--- config.mk ---
export PLATFORM = sky130hd
export DESIGN_NAME = n64_rst_sequencer
export DESIGN_NICKNAME = d
export VERILOG_FILES = /design/src/rtl/n64_rst_sequencer.sv
export SDC_FILE = /design/constraint.sdc
export NUM_CORES = 1
export LEC_CHECK = 0
export CORE_MARGIN = 2
export CORE_UTILIZATION = 45
export CTS_CLUSTER_DIAMETER = 60
export DETAILED_ROUTE_END_ITERATION = 16
export PLACE_DENSITY = 0.68
export SLEW_MARGIN = 20
export SYNTH_ARGS = -nofsm -noshare
export SYNTH_HDL_FRONTEND = slang
export SYNTH_SLANG_ARGS = --single-unit
export TNS_END_PERCENT = 5
--- constraint.sdc ---
create_clock -name CTRL_CLK -period 3.2 [get_ports CTRL_CLK]
set_input_delay 0.96 -clock CTRL_CLK [delete_from_list [all_inputs] [get_ports CTRL_CLK]]
set_output_delay 0.96 -clock CTRL_CLK [all_outputs]
set_load 0.005 [all_outputs]
--- src/rtl/n64_rst_sequencer.sv ---
// N64 console reset sequencer: arbitrates IGR combo and CPU soft-reset requests,
// drives a fixed-length reset pulse, waits for line release, then holds off retriggers.
`ifndef IGR_RESET
`define IGR_RESET 16'h3030
`endif

module n64_rst_sequencer #(
    parameter logic [15:0]      IGR_COMBO   = `IGR_RESET,
    parameter int               HOLD_FRAMES = 8,
    parameter int               CNT_W       = 20,
    parameter logic [CNT_W-1:0] RST_LEN     = CNT_W'(20'hFFFFF),
    parameter logic [CNT_W-1:0] HOLDOFF_LEN = CNT_W'(20'hFFFFF)
) (
    input  logic        CTRL_CLK,
    input  logic        CTRL_RST,
    input  logic        igr_en_i,
    input  logic [15:0] ctrl_data_i,
    input  logic        ctrl_valid_i,
    input  logic        ctrl_lost_i,
    input  logic        cpu_rst_req_i,
    input  logic        n64_rst_sense_i,
    output logic        drv_rst_o,
    output logic        busy_o,
    output logic [1:0]  rst_src_o,
    output logic        rst_done_tgl_o
);

    typedef enum logic [2:0] {
        ST_IDLE,
        ST_ARM,
        ST_ASSERT,
        ST_WAIT_REL,
        ST_HOLDOFF
    } state_t;

    localparam logic [3:0]       HOLD_N       = 4'(HOLD_FRAMES);
    localparam logic [CNT_W-1:0] RST_LOAD     = RST_LEN - CNT_W'(1);
    localparam logic [CNT_W-1:0] HOLDOFF_LOAD = HOLDOFF_LEN - CNT_W'(1);

    state_t           state, state_n;
    logic [3:0]       frame_cnt, frame_n;
    logic [CNT_W-1:0] seq_cnt, seq_n;
    logic [1:0]       src_n;
    logic             tgl_n;
    logic             drv_n;
    logic             busy_n;
    logic             match;
    logic             igr_fire;

    always_ff @(posedge CTRL_CLK) begin
        if (CTRL_RST) begin
            state          <= ST_IDLE;
            frame_cnt      <= '0;
            seq_cnt        <= '0;
            drv_rst_o      <= 1'b0;
            busy_o         <= 1'b0;
            rst_src_o      <= 2'b00;
            rst_done_tgl_o <= 1'b0;
        end else begin
            state          <= state_n;
            frame_cnt      <= frame_n;
            seq_cnt        <= seq_n;
            drv_rst_o      <= drv_n;
            busy_o         <= busy_n;
            rst_src_o      <= src_n;
            rst_done_tgl_o <= tgl_n;
        end
    end

    always_comb begin
        state_n  = state;
        frame_n  = frame_cnt;
        seq_n    = seq_cnt;
        src_n    = rst_src_o;
        tgl_n    = rst_done_tgl_o;
        igr_fire = 1'b0;
        match    = ctrl_valid_i & igr_en_i & (ctrl_data_i == IGR_COMBO);

        case (state)
            ST_IDLE: begin
                if (match) begin
                    frame_n = 4'd1;
                    if (HOLD_N == 4'd1) begin
                        igr_fire = 1'b1;
                    end else begin
                        state_n = ST_ARM;
                    end
                end
                if (igr_fire || cpu_rst_req_i) begin
                    state_n = ST_ASSERT;
                    seq_n   = RST_LOAD;
                    src_n   = {cpu_rst_req_i, igr_fire};
                    frame_n = 4'd0;
                end
            end
            ST_ARM: begin
                if (match) begin
                    frame_n = frame_cnt + 4'd1;
                    if (frame_n == HOLD_N) begin
                        igr_fire = 1'b1;
                    end
                end else if (ctrl_valid_i || ctrl_lost_i || !igr_en_i) begin
                    state_n = ST_IDLE;
                    frame_n = 4'd0;
                end
                // A CPU request wins over any abort seen in the same cycle.
                if (igr_fire || cpu_rst_req_i) begin
                    state_n = ST_ASSERT;
                    seq_n   = RST_LOAD;
                    src_n   = {cpu_rst_req_i, igr_fire};
                    frame_n = 4'd0;
                end
            end
            ST_ASSERT: begin
                if (seq_cnt == '0) begin
                    state_n = ST_WAIT_REL;
                    seq_n   = '1;
                end else begin
                    seq_n = seq_cnt - CNT_W'(1);
                end
            end
            ST_WAIT_REL: begin
                // Timeout exit covers an external device holding the line low.
                if (n64_rst_sense_i || seq_cnt == '0) begin
                    state_n = ST_HOLDOFF;
                    seq_n   = HOLDOFF_LOAD;
                    tgl_n   = ~rst_done_tgl_o;
                end else begin
                    seq_n = seq_cnt - CNT_W'(1);
                end
            end
            ST_HOLDOFF: begin
                if (seq_cnt == '0) begin
                    state_n = ST_IDLE;
                    frame_n = 4'd0;
                end else begin
                    seq_n = seq_cnt - CNT_W'(1);
                end
            end
            default: begin
                state_n = ST_IDLE;
                frame_n = 4'd0;
            end
        endcase

        drv_n  = (state_n == ST_ASSERT);
        busy_n = (state_n == ST_ASSERT) || (state_n == ST_WAIT_REL) ||
                 (state_n == ST_HOLDOFF);
    end

endmodule

==> flow_metrics.py <==
metrics = {
    "finish": {
        "fill_cells": 368,
        "area_delta_synth_final_pct": 24.4,
        "fin_util_pct": 57.9,
        "drive_gt1_share_pct": 9.84,
        "diodes": 0,
        "fin_nets": 281,
    },
    "clock_network": {
        "clock_path_buffers": 2,
        "cts_sinks": 32,
        "post_cts_buffers": 0,
        "holdBufCountCts": 0,
        "h-tree-depth": 2,
        "cts.repair.resized": 0,
        "cts_tree": "done",
        "clock-root-buffer": "clkbuf_8",
        "insertion_delay_ns": 0.28,
        "cts.clk_slew.worst_paths_ns": 0.06,
        "cts_buffers": 5,
    },
    "timing": {
        "period_minus_slack_ns": 2.78,
        "rsz0062_at_grt": "false",
        "drv_slew": 0,
        "setup_violations": 0,
        "final.setup.tns_ns": 0,
        "finalWorstSetupSlack_ns": 0.424,
        "fmaxAchievable_mhz": 360,
        "slew_headroom_pct": 33.6,
        "clock_skew_ns": 0.00363,
        "fin_crit_sh_pct": 86.7,
        "hold_viol": 0,
        "worstMarginPinSlew_ns": 0.992,
    },
    "pwr": {
        "p_leak_nw": 0.823,
        "powerDensity_nw_per_um2": 435,
        "ir_drop_v": 0.000262,
    },
    "synth": {
        "postSynthAreaPerCell_sq_um": 8.29,
        "ys_warn_count": 0,
        "synth-edff-count": 0,
        "syn_area_sq_um": 1850,
        "synth_seq_cells": 32,
        "synth_cell_types": 49,
        "yosysSeqAreaShare_pct": 34.6,
        "async_flop_share_pct": 0,
        "synth_ff_type": "dfxtp_1",
        "syn_inst": 223,
        "synth_nets": 250,
    },
    "outcome": {
        "status": "completed",
    },
    "die": {
        "die_x_um": 68.1,
        "die_area_sq_um": 4640,
        "coreArea_sq_um": 3970,
        "start_util_pct": 46.6,
        "rows": 23,
        "ioPinCount": 28,
        "die_y_um": 68.1,
    },
    "detailed_routing": {
        "drt-met1-wl_mm": 2.27,
        "routed_wl_mm": 4.34,
        "highest_layer": "met4",
        "wl_met3_um": 117,
        "drtPass1Iterations": 4,
        "ant_nets": 0,
        "wl_per_cell_um": 14.3,
        "route.vias.total": 1804,
        "drtIter0Drc": 110,
        "drcViolationCount": 0,
        "wl_met2_mm": 1.91,
        "vias_per_cell": 5.93,
    },
    "global_routing": {
        "grt_max_degree": 26,
        "grt_pass1_vias": 1563,
        "antenna_found_initial": 0,
        "grt_pass1_wl_mm": 7.18,
        "grt_util_all_layers_pct": 20.4,
        "grt_overflow_total": 0,
    },
    "setup_path": {
        "cp_max_fo": 20,
        "start_kind": "input pin",
        "worstSetupPathType": "input pin to flop",
        "endpoint_kind": "flop",
        "crit_required_ns": 3.38,
        "crit_arrival_ns": 2.96,
    },
    "placement": {
        "portBuffers": 27,
        "dp_worst_setup_slack_ns": 0.173,
        "hpwl_mm": 3.08,
        "routabilityCongestion": 0.762,
    },
    "job": {
        "max-cap-violations": 0,
    },
    "hold_path": {
        "hold_class": "flop to flop",
    },
}
sequential cells by signal (all words and copies together), names as in the netlist:
register / count
seq_cnt: 20
drv_rst_o: 1
busy_o: 1
rst_src_o: 2
frame_cnt: 4
rst_done_tgl_o: 1
state: 3
report_power, final:
group | switching (W) | internal, W | leakage (nW)
sequential | 0.0000402 | 0.000430 | 0.266
combinational | 0.0000937 | 0.0000972 | 0.507
clock | 0.000148 | 0.000191 | 0.0503
total | 0.000281 | 0.000719 | 0.823
metal layers:
metal / GRT usage (%) / vias up
met3: 4.44 / 5
met1: 29.3 / 846
met4: 6.75 / 0
li1: - / 937
met5: 0 / -
met2: 30.1 / 16
worst max-delay path, cell delays in order:
cell and delay [ns]:
clkdlybuf4s50_1 0.40, nor4_1 0.33, nand4_1 0.22, a211oi_1 0.34
o22a_1 0.22, buf_12 0.16, a21oi_1 0.07, a311oi_1 0.26
area by class of cell:
| class | instances | area, sq um | share of cell area [%] |
|---|---|---|---|
| multi-input cells | 172 | 1130 | 49.0 |
| flip-flops and latches | 32 | 641 | 27.9 |
| repair buffers | 35 | 343 | 14.9 |
| clock buffers | 7 | 96.3 | 4.19 |
| well taps | 50 | 62.6 | 2.72 |
| inverters | 8 | 30.0 | 1.31 |
cells by family (layout without fill, tap and decap cells):
kind of cell / after synthesis / after routing / share of synthesized area, %
xor gates and xnor gates: 1 / 1 / 0.474
adders and majority gates: 4 / 4 / 2.71
DFF: 32 / 32 / 34.6
AOI/OAI and AO/OA: 80 / 80 / 29.4
buffers and inverters: 19 / 50 / 4.40
and+or+nand+nor: 87 / 87 / 28.4
metrics by stage:
stage	instances	power (W)	instance area, sq um	hold WS (ns)
2_1_floorplan	223	0.000597	1850	0.440
3_3_place_gp	297	0.000668	2200	0.450
3_5_place_dp	297	0.000670	2200	0.452
4_1_cts	304	0.00101	2300	0.461
5_1_grt	304	0.00104	2300	0.494
6_report	304	0.00100	2300	0.453
Yosys cell counts (2+ instances only):
cell type / number / area share (%)
nand2_1: 14 / 2.8
a211oi_1: 4 / 1.6
dfxtp_1: 32 / 35
nor4_4: 2 / 2.3
a311oi_1: 18 / 8.5
ha_1: 4 / 2.7
nor4bb_1: 3 / 1.6
a21oi_1: 26 / 7.0
inv_1: 8 / 1.6
or4_1: 3 / 1.2
o31ai_1: 4 / 1.6
o21ai_0: 11 / 3.0
or3_1: 5 / 1.7
clkbuf_1: 8 / 1.6
o41ai_1: 2 / 0.95
nor2_1: 21 / 4.3
a31oi_1: 3 / 1.0
nand3_1: 3 / 0.81
nand2b_1: 2 / 0.68
nor3_1: 6 / 1.6
nand3b_1: 3 / 1.2
or2_2: 2 / 0.68
nor3b_1: 2 / 0.81
nor4_1: 7 / 2.4
or4b_1: 3 / 1.6
and3_1: 4 / 1.4
final timing paths:
check | startpoint | to | slack, ns | cells past startpoint
setup / recovery | ctrl_data_i[1] | seq_cnt[4]$_SDFFE_PP0P_ | 0.42 | 8
hold / removal | rst_src_o[1]$_SDFFE_PP0P_ | rst_src_o[1]$_SDFFE_PP0P_ | 0.45 | 2
setup reg to reg | seq_cnt[0]$_SDFFE_PP0P_ | frame_cnt[0]$_SDFFE_PP0P_ | 0.63 | 8
hold reg to reg | rst_src_o[1]$_SDFFE_PP0P_ | rst_src_o[1]$_SDFFE_PP0P_ | 0.45 | 2
layout by cell type (no fill, tap or decap), types with 4 or more instances in the layout:
| cell type | count |
|---|---|
| a211oi_1 | 4 |
| a21oi_1 | 26 |
| a311oi_1 | 18 |
| and3_1 | 4 |
| buf_4 | 7 |
| clkbuf_8 | 7 |
| clkdlybuf4s50_1 | 27 |
| dfxtp_1 | 32 |
| ha_1 | 4 |
| inv_1 | 8 |
| nand2_1 | 14 |
| nor2_1 | 21 |
| nor3_1 | 6 |
| nor4_1 | 7 |
| o21ai_0 | 11 |
| o31ai_1 | 4 |
| or3_1 | 5 |
Power figures use the tool's default switching activity.
